**src/rtl/time_fmt_pkg.sv**
```systemverilog
// Shared types and constants for the time-stamp UART transmitter:
// bit-level FSM states, ASCII glyphs and BCD helpers.
package time_fmt_pkg;

    typedef enum logic [1:0] {
        ST_IDLE,
        ST_START,
        ST_DATA,
        ST_STOP
    } tx_state_e;

    localparam logic [7:0] ASCII_ZERO  = 8'h30;
    localparam logic [7:0] ASCII_SLASH = 8'h2F;
    localparam logic [7:0] ASCII_SPACE = 8'h20;
    localparam logic [7:0] ASCII_COLON = 8'h3A;
    localparam logic [7:0] ASCII_DOT   = 8'h2E;
    localparam logic [7:0] ASCII_QMARK = 8'h3F;
    localparam logic [7:0] ASCII_CR    = 8'h0D;
    localparam logic [7:0] ASCII_LF    = 8'h0A;

    localparam int unsigned FRAME_LEN = 19;

    // Five bits so that an out-of-range units digit plus one (up to 16)
    // still reads as >9 instead of wrapping to a valid digit.
    typedef logic [4:0] digit_t;

    typedef struct packed {
        digit_t tens;
        digit_t units;
    } digit_pair_t;

    function automatic logic [7:0] digit_to_ascii(input digit_t d);
        if (d > 5'd9) begin
            return ASCII_QMARK;
        end
        return ASCII_ZERO + {3'b000, d};
    endfunction

    function automatic digit_pair_t bcd_inc(input digit_t tens, input digit_t units);
        digit_pair_t r;
        if (units == 5'd9) begin
            r.tens  = tens + 5'd1;
            r.units = '0;
        end else begin
            r.tens  = tens;
            r.units = units + 5'd1;
        end
        return r;
    endfunction

endpackage

```
**src/rtl/uart_tx_byte.sv**
```systemverilog
// 8N1 byte serialiser: baud counter plus shift register with a start/ready
// handshake that allows the next byte to follow the stop bit with no gap.
module uart_tx_byte
    import time_fmt_pkg::*;
#(
    parameter int unsigned CLKS_PER_BIT = 4
) (
    input  logic       clk,
    input  logic       rst,
    input  logic       start_i,
    input  logic [7:0] data_i,
    output logic       ready_o,
    output logic       tx_o
);

    localparam int unsigned     CNT_W    = $clog2(CLKS_PER_BIT);
    localparam logic [CNT_W-1:0] CNT_LAST = CNT_W'(CLKS_PER_BIT - 1);

    tx_state_e        state_q;
    logic [CNT_W-1:0] cnt_q;
    logic [2:0]       bit_q;
    logic [7:0]       shift_q;
    logic             tx_q;
    logic             bit_end;

    assign bit_end = (cnt_q == CNT_LAST);

    // The last stop-bit cycle counts as ready so a new byte starts on the
    // very next edge, keeping consecutive bytes back-to-back.
    assign ready_o = (state_q == ST_IDLE) || ((state_q == ST_STOP) && bit_end);
    assign tx_o    = tx_q;

    always_ff @(posedge clk) begin
        if (rst) begin
            state_q <= ST_IDLE;
            cnt_q   <= '0;
            bit_q   <= '0;
            shift_q <= '0;
            tx_q    <= 1'b1;
        end else begin
            case (state_q)
                ST_IDLE: begin
                    cnt_q <= '0;
                    tx_q  <= 1'b1;
                    if (start_i) begin
                        state_q <= ST_START;
                        shift_q <= data_i;
                        tx_q    <= 1'b0;
                    end
                end
                ST_START: begin
                    if (bit_end) begin
                        cnt_q   <= '0;
                        bit_q   <= '0;
                        tx_q    <= shift_q[0];
                        state_q <= ST_DATA;
                    end else begin
                        cnt_q <= cnt_q + 1'b1;
                    end
                end
                ST_DATA: begin
                    if (bit_end) begin
                        cnt_q <= '0;
                        if (bit_q == 3'd7) begin
                            tx_q    <= 1'b1;
                            state_q <= ST_STOP;
                        end else begin
                            bit_q   <= bit_q + 3'd1;
                            shift_q <= {1'b0, shift_q[7:1]};
                            tx_q    <= shift_q[1];
                        end
                    end else begin
                        cnt_q <= cnt_q + 1'b1;
                    end
                end
                ST_STOP: begin
                    if (bit_end) begin
                        cnt_q <= '0;
                        if (start_i) begin
                            state_q <= ST_START;
                            shift_q <= data_i;
                            tx_q    <= 1'b0;
                        end else begin
                            state_q <= ST_IDLE;
                            tx_q    <= 1'b1;
                        end
                    end else begin
                        cnt_q <= cnt_q + 1'b1;
                    end
                end
                default: begin
                    state_q <= ST_IDLE;
                    tx_q    <= 1'b1;
                end
            endcase
        end
    end

endmodule

```
**src/rtl/time_uart_tx.sv**
```systemverilog
// Snapshots a BCD time stamp on send and transmits it over UART as
// "MM/DD HH:MM:SS.dc\r\n"; month and day are converted to one-based.
module time_uart_tx
    import time_fmt_pkg::*;
#(
    parameter int unsigned CLK_HZ = 50000000,
    parameter int unsigned BAUD   = 9600
) (
    input  logic       clk,
    input  logic       rst,
    input  logic       send,
    input  logic       decenasMes,
    input  logic [3:0] unidadesMes,
    input  logic [1:0] decenasDia,
    input  logic [3:0] unidadesDia,
    input  logic [1:0] decenasHora,
    input  logic [3:0] unidadesHora,
    input  logic [3:0] decenasMinuto,
    input  logic [3:0] unidadesMinuto,
    input  logic [2:0] decenasSegundo,
    input  logic [3:0] unidadesSegundo,
    input  logic [3:0] decimas,
    input  logic [3:0] centesimas,
    output logic       tx,
    output logic       busy,
    output logic       done
);

    localparam int unsigned CLKS_RAW     = CLK_HZ / BAUD;
    localparam int unsigned CLKS_PER_BIT = (CLKS_RAW < 2) ? 2 : CLKS_RAW;
    localparam logic [4:0]  LAST_IDX     = 5'(FRAME_LEN - 1);

    localparam int unsigned D_MT = 0,  D_MU = 1,  D_DT = 2,  D_DU = 3;
    localparam int unsigned D_HT = 4,  D_HU = 5,  D_NT = 6,  D_NU = 7;
    localparam int unsigned D_ST = 8,  D_SU = 9,  D_DS = 10, D_CS = 11;

    digit_t      snap_q [12];
    logic        pending_q;
    logic        busy_q;
    logic        done_q;
    logic [4:0]  idx_q;

    digit_pair_t month_d;
    digit_pair_t day_d;
    logic [4:0]  sel_idx;
    logic [7:0]  byte_d;
    logic        byte_start;
    logic        byte_ready;
    logic        accept;

    assign month_d = bcd_inc(5'(decenasMes), 5'(unidadesMes));
    assign day_d   = bcd_inc(5'(decenasDia), 5'(unidadesDia));
    assign accept  = send && !busy_q && !pending_q;

    // Byte 0 is loaded from the pending slot; later bytes follow the index.
    always_comb begin
        sel_idx = pending_q ? 5'd0 : (idx_q + 5'd1);
        byte_d  = ASCII_QMARK;
        case (sel_idx)
            5'd0:  byte_d = digit_to_ascii(snap_q[D_MT]);
            5'd1:  byte_d = digit_to_ascii(snap_q[D_MU]);
            5'd2:  byte_d = ASCII_SLASH;
            5'd3:  byte_d = digit_to_ascii(snap_q[D_DT]);
            5'd4:  byte_d = digit_to_ascii(snap_q[D_DU]);
            5'd5:  byte_d = ASCII_SPACE;
            5'd6:  byte_d = digit_to_ascii(snap_q[D_HT]);
            5'd7:  byte_d = digit_to_ascii(snap_q[D_HU]);
            5'd8:  byte_d = ASCII_COLON;
            5'd9:  byte_d = digit_to_ascii(snap_q[D_NT]);
            5'd10: byte_d = digit_to_ascii(snap_q[D_NU]);
            5'd11: byte_d = ASCII_COLON;
            5'd12: byte_d = digit_to_ascii(snap_q[D_ST]);
            5'd13: byte_d = digit_to_ascii(snap_q[D_SU]);
            5'd14: byte_d = ASCII_DOT;
            5'd15: byte_d = digit_to_ascii(snap_q[D_DS]);
            5'd16: byte_d = digit_to_ascii(snap_q[D_CS]);
            5'd17: byte_d = ASCII_CR;
            5'd18: byte_d = ASCII_LF;
            default: byte_d = ASCII_QMARK;
        endcase
    end

    assign byte_start = pending_q || (busy_q && byte_ready && (idx_q != LAST_IDX));

    always_ff @(posedge clk) begin
        if (rst) begin
            pending_q <= 1'b0;
            busy_q    <= 1'b0;
            done_q    <= 1'b0;
            idx_q     <= '0;
            for (int unsigned i = 0; i < 12; i++) begin
                snap_q[i] <= '0;
            end
        end else begin
            done_q <= 1'b0;
            if (pending_q) begin
                pending_q <= 1'b0;
                busy_q    <= 1'b1;
                idx_q     <= '0;
            end else if (busy_q && byte_ready) begin
                if (idx_q == LAST_IDX) begin
                    busy_q <= 1'b0;
                    done_q <= 1'b1;
                    idx_q  <= '0;
                end else begin
                    idx_q <= idx_q + 5'd1;
                end
            end else if (accept) begin
                pending_q    <= 1'b1;
                snap_q[D_MT] <= month_d.tens;
                snap_q[D_MU] <= month_d.units;
                snap_q[D_DT] <= day_d.tens;
                snap_q[D_DU] <= day_d.units;
                snap_q[D_HT] <= 5'(decenasHora);
                snap_q[D_HU] <= 5'(unidadesHora);
                snap_q[D_NT] <= 5'(decenasMinuto);
                snap_q[D_NU] <= 5'(unidadesMinuto);
                snap_q[D_ST] <= 5'(decenasSegundo);
                snap_q[D_SU] <= 5'(unidadesSegundo);
                snap_q[D_DS] <= 5'(decimas);
                snap_q[D_CS] <= 5'(centesimas);
            end
        end
    end

    uart_tx_byte #(
        .CLKS_PER_BIT(CLKS_PER_BIT)
    ) u_byte (
        .clk    (clk),
        .rst    (rst),
        .start_i(byte_start),
        .data_i (byte_d),
        .ready_o(byte_ready),
        .tx_o   (tx)
    );

    assign busy = busy_q;
    assign done = done_q;

endmodule

```
**config.mk**
```make
export PLATFORM = sky130hd
export DESIGN_NAME = time_uart_tx
export DESIGN_NICKNAME = d
export VERILOG_FILES = /design/src/rtl/time_fmt_pkg.sv /design/src/rtl/uart_tx_byte.sv /design/src/rtl/time_uart_tx.sv
export SDC_FILE = /design/constraint.sdc
export NUM_CORES = 1
export LEC_CHECK = 0
export ABC_CLOCK_PERIOD_IN_PS = 2900
export CAP_MARGIN = 5
export CORE_ASPECT_RATIO = 0.6
export CORE_UTILIZATION = 30
export DETAILED_ROUTE_END_ITERATION = 12
export GPL_ROUTABILITY_DRIVEN = 1
export PLACE_DENSITY = 0.47
export SETUP_SLACK_MARGIN = 0.15
export SLEW_MARGIN = 20
export SYNTH_ARGS = -nofsm -noshare
export SYNTH_HDL_FRONTEND = slang
export SYNTH_SLANG_ARGS = --single-unit
```
**constraint.sdc**
```tcl
create_clock -name clk -period 2.9 [get_ports clk]
set_input_delay 0.29 -clock clk [delete_from_list [all_inputs] [get_ports clk]]
set_output_delay 0.29 -clock clk [all_outputs]
set_load 0.05 [all_outputs]
```
==> flow_summary.ini <==
[pwr]
switching_share_pct = 30.09
p_seq_share_pct = 38.6
p_comb_share_pct = 24.6
p_switching_uw = 1076
p_leak_uw = 0.002139
internal_power_uw = 2501
power_frac_clock_pct = 36.8
p_per_area_nw_per_um2 = 622.5
ir_drop_mv = 0.3409

[setup_path]
cp_num_buf_inv = 2
path_max_fanout = 5
crit_type = flop to flop
rr_endpoint = u_byte.shift_q[2]$_SDFFE_PP0P_
reg2reg_slack_ns = 0.28
crit_family = compound AO/OA/AOI/OAI gates
crit_end = u_byte.shift_q[2]$_SDFFE_PP0P_
r2r-start = idx_q[0]$_SDFFE_PP0P_
crit_chain = inv_1 > ha_1 > or3_1 > a211oi_1 > nor3_1 > a221o_1 > a211oi_4 > buf_4 > nor4_4 > a221oi_1
startpoint_type = flop
required_ns = 3.15
slowest_delay_ns = 0.36
reg2reg_depth = 10
crit_path_top_delay_cell = dfxtp_2
crit_cells = 10
startpoint = idx_q[0]$_SDFFE_PP0P_
cp.arrival_ns = 2.87
end_kind = flop

[die]
core_um2 = 14720
die_w_um = 161.9
start_util_pct = 31.27
rows = 34
die_y_um = 97.95
die-area_um2 = 15860
boundaryPins = 46

[status]
outcome = finished clean

[detailed_routing]
drt_pre_antenna_iters = 5
drcViolationCount = 0
post_drt_via_cell_ratio = 5.196
vias = 3892
postRouteAntennaNets = 0
routedWlPerCell_um = 16.65
drt_iter0_drc = 259
drt-total-wl_mm = 12.47

[synthesis]
yosysTopAreaCellShare_pct = 28.70
synth-simple-area-share_pct = 24.41
synthArstFlopShare_pct = 0
synth_mux_area_share_pct = 1.305
ys_warn_count = 0
postSynthCellCount = 491
synthXorXnorAreaFrac_pct = 3.996
ys_types = 69
syn_avg_cell_area_um2 = 9.375
ys_top_cells_by_area = edfxtp_1 29%, dfxtp_1 15%, ha_1 4.3%, nor2_1 4.2%, a21oi_1 3.3%
synth_largest_area_cell = edfxtp_1
synth_common_cells = 51 x nor2_1, 44 x edfxtp_1, 37 x nand2_1, 34 x dfxtp_1, 30 x a21oi_1
ys.flop_type = edfxtp_1
synthesis.area_um2 = 4603
synth_top_family_by_area = simple AND/OR/NAND/NOR gates
ys_ff_latch = 78
synth_fa_ha_area_share_pct = 4.349
seq_area_frac_synth_pct = 43.49
synth_compound_area_share_pct = 19.08
yosys.cell_count.top_type = nor2_1
syn_nets = 550
synth-edff-count = 44

[global_routing]
grt_max_degree = 45
grt_usage_pct = 16.47
antenna_found_initial = 0
grt_pass1_vias = 3547
grt-ovfl-total = 0
grt_pass1_wl_mm = 19.90

[cts]
clock_latency_ns = 0.34
cts_tree = done
hold_buffers = 0
clk_pin_slew_ns = 0.06
cts_buffers = 9
cts.root.buffer_cell = clkbuf_16
clk_path_buf_depth = 2
cts_max_level = 3
cts.sinks = 78

[min_path]
hold_depth = 2
hold_path_class = flop to flop

[sta]
rsz0062_at_grt = yes
final_max_slew_viol_count = 0
finalCritPeriodShare_pct = 90.51
tns_ns = 0
worstMarginPinSlew_ns = 0.5906
slew_headroom_pct = 60.63
worst_slack_ns = 0.2751
setup_violations = 0
fmax_mhz = 381.0
finalCriticalPeriod_ns = 2.625
hold_viol = 0
clock_skew_ns = 0.004995

[cells_and_area]
nNetsFinal = 605
drive_above_1_share_pct = 11.25
syn_to_final_growth_pct = 24.84
n_antenna_cell = 0

[placed_design]
detailed_place_hpwl_mm = 9.450
numPortBuffers = 45
pre_cts_ws_ns = 0.1113
place.gp.congestion = 0.9044

[flow_run]
drv_cap = 0
## routing by layer
| layer | track usage, % | part of all wire (%) | up-vias |
|---|---|---|---|
| met1 | 27.33 | 57 | 1830 |
| met4 | 4.862 | 1.4 | 0 |
| met2 | 19.61 | 35 | 140 |
| met5 | 0 | 0 | - |
| met3 | 4.078 | 6.8 | 11 |
| li1 | - | - | 1911 |
## logic make-up after synthesis
kind of cell,after synthesis
AO/OA/AOI/OAI,119
XOR/XNOR,21
adder cells (fa/ha/maj),16
buffers and inverters,38
flip-flops,78
multiplexers,6
AND/OR/NAND/NOR,213
## through the flow
step	hold WS, ns	instance area, um^2	utilization [%]	instances	power [uW]
floorplan	0.4320	4607	-	491	1981
CTS	0.4581	5722	38.87	748	3599
global placement	0.4500	5368	36.47	732	2257
global route	0.5058	5747	39.04	749	3750
finish	0.4608	5747	39.04	749	3577
detailed placement	0.4496	5368	36.47	732	2264
## worst min path at each step
stage | end | startpoint
after detailed placement | u_byte.shift_q[4]$_SDFFE_PP0P_ | u_byte.shift_q[4]$_SDFFE_PP0P_
after CTS | u_byte.shift_q[4]$_SDFFE_PP0P_ | u_byte.shift_q[4]$_SDFFE_PP0P_
after global placement | u_byte.shift_q[4]$_SDFFE_PP0P_ | u_byte.shift_q[4]$_SDFFE_PP0P_
final | u_byte.shift_q[4]$_SDFFE_PP0P_ | u_byte.shift_q[4]$_SDFFE_PP0P_
after floorplan | u_byte.shift_q[5]$_SDFFE_PP0P_ | u_byte.shift_q[5]$_SDFFE_PP0P_
after global routing | u_byte.shift_q[4]$_SDFFE_PP0P_ | u_byte.shift_q[4]$_SDFFE_PP0P_
## layout make-up
cell class | count | area, um^2
Clock buffer | 9 | 225.2
Clock inverter | 7 | 120.1
Fill cell | 1495 | 8972
Inverter | 16 | 61.31
Multi-Input combinational cell | 375 | 2481
Sequential cell | 78 | 2003
Tap cell | 198 | 247.7
Timing Repair Buffer | 66 | 608.1
## worst min-delay path: stages (launching register included)
cell and delay, ns:
dfxtp_1 0.31, nand2_1 0.05, a21oi_1 0.05
## power groups by stage
stage               Clock [uW]  Sequential (uW)  Combinational (uW)
global route              1380             1400                 969
global placement             0             1400                 856
finish                    1320             1380                 881
detailed placement           0             1400                 863
floorplan                    0             1400                 585
CTS                       1350             1380                 873
## what timing repair did
| action | in CTS | in global routing |
|---|---|---|
| resized for setup | 2 | 4 |
| buffers inserted | 0 | 1 |
| pin swaps | 0 | 2 |
| endpoints found under the setup margin | 2 | 4 |
## cell usage in the layout, fill, tap and decap left out, types with 5 or more instances in the layout
master and instances:
clkbuf_16 9, o21ai_0 16, nand3b_1 5, a211oi_1 5, a21o_1 6, and2_1 24
nor2_1 51, o21a_1 7, edfxtp_1 44, nor3_1 13, nand3_1 22, a22oi_1 5
xnor2_1 7, nand4_1 7, nand2_1 37, xor2_1 13, and3_1 7, mux2i_1 6
inv_1 14, clkdlybuf4s50_1 45, ha_1 15, dfxtp_1 33, buf_4 21, nand2b_1 7
nor2b_1 15, a21oi_1 30
## flip-flops by register name (all words and copies together), names as in the netlist, 2 cells and up
signal / count
u_byte.bit_q: 3
idx_q: 5
u_byte.cnt_q: 13
u_byte.state_q: 2
snap_q: 44
u_byte.shift_q: 7
Note: power is estimated with default switching activity, not from simulation.
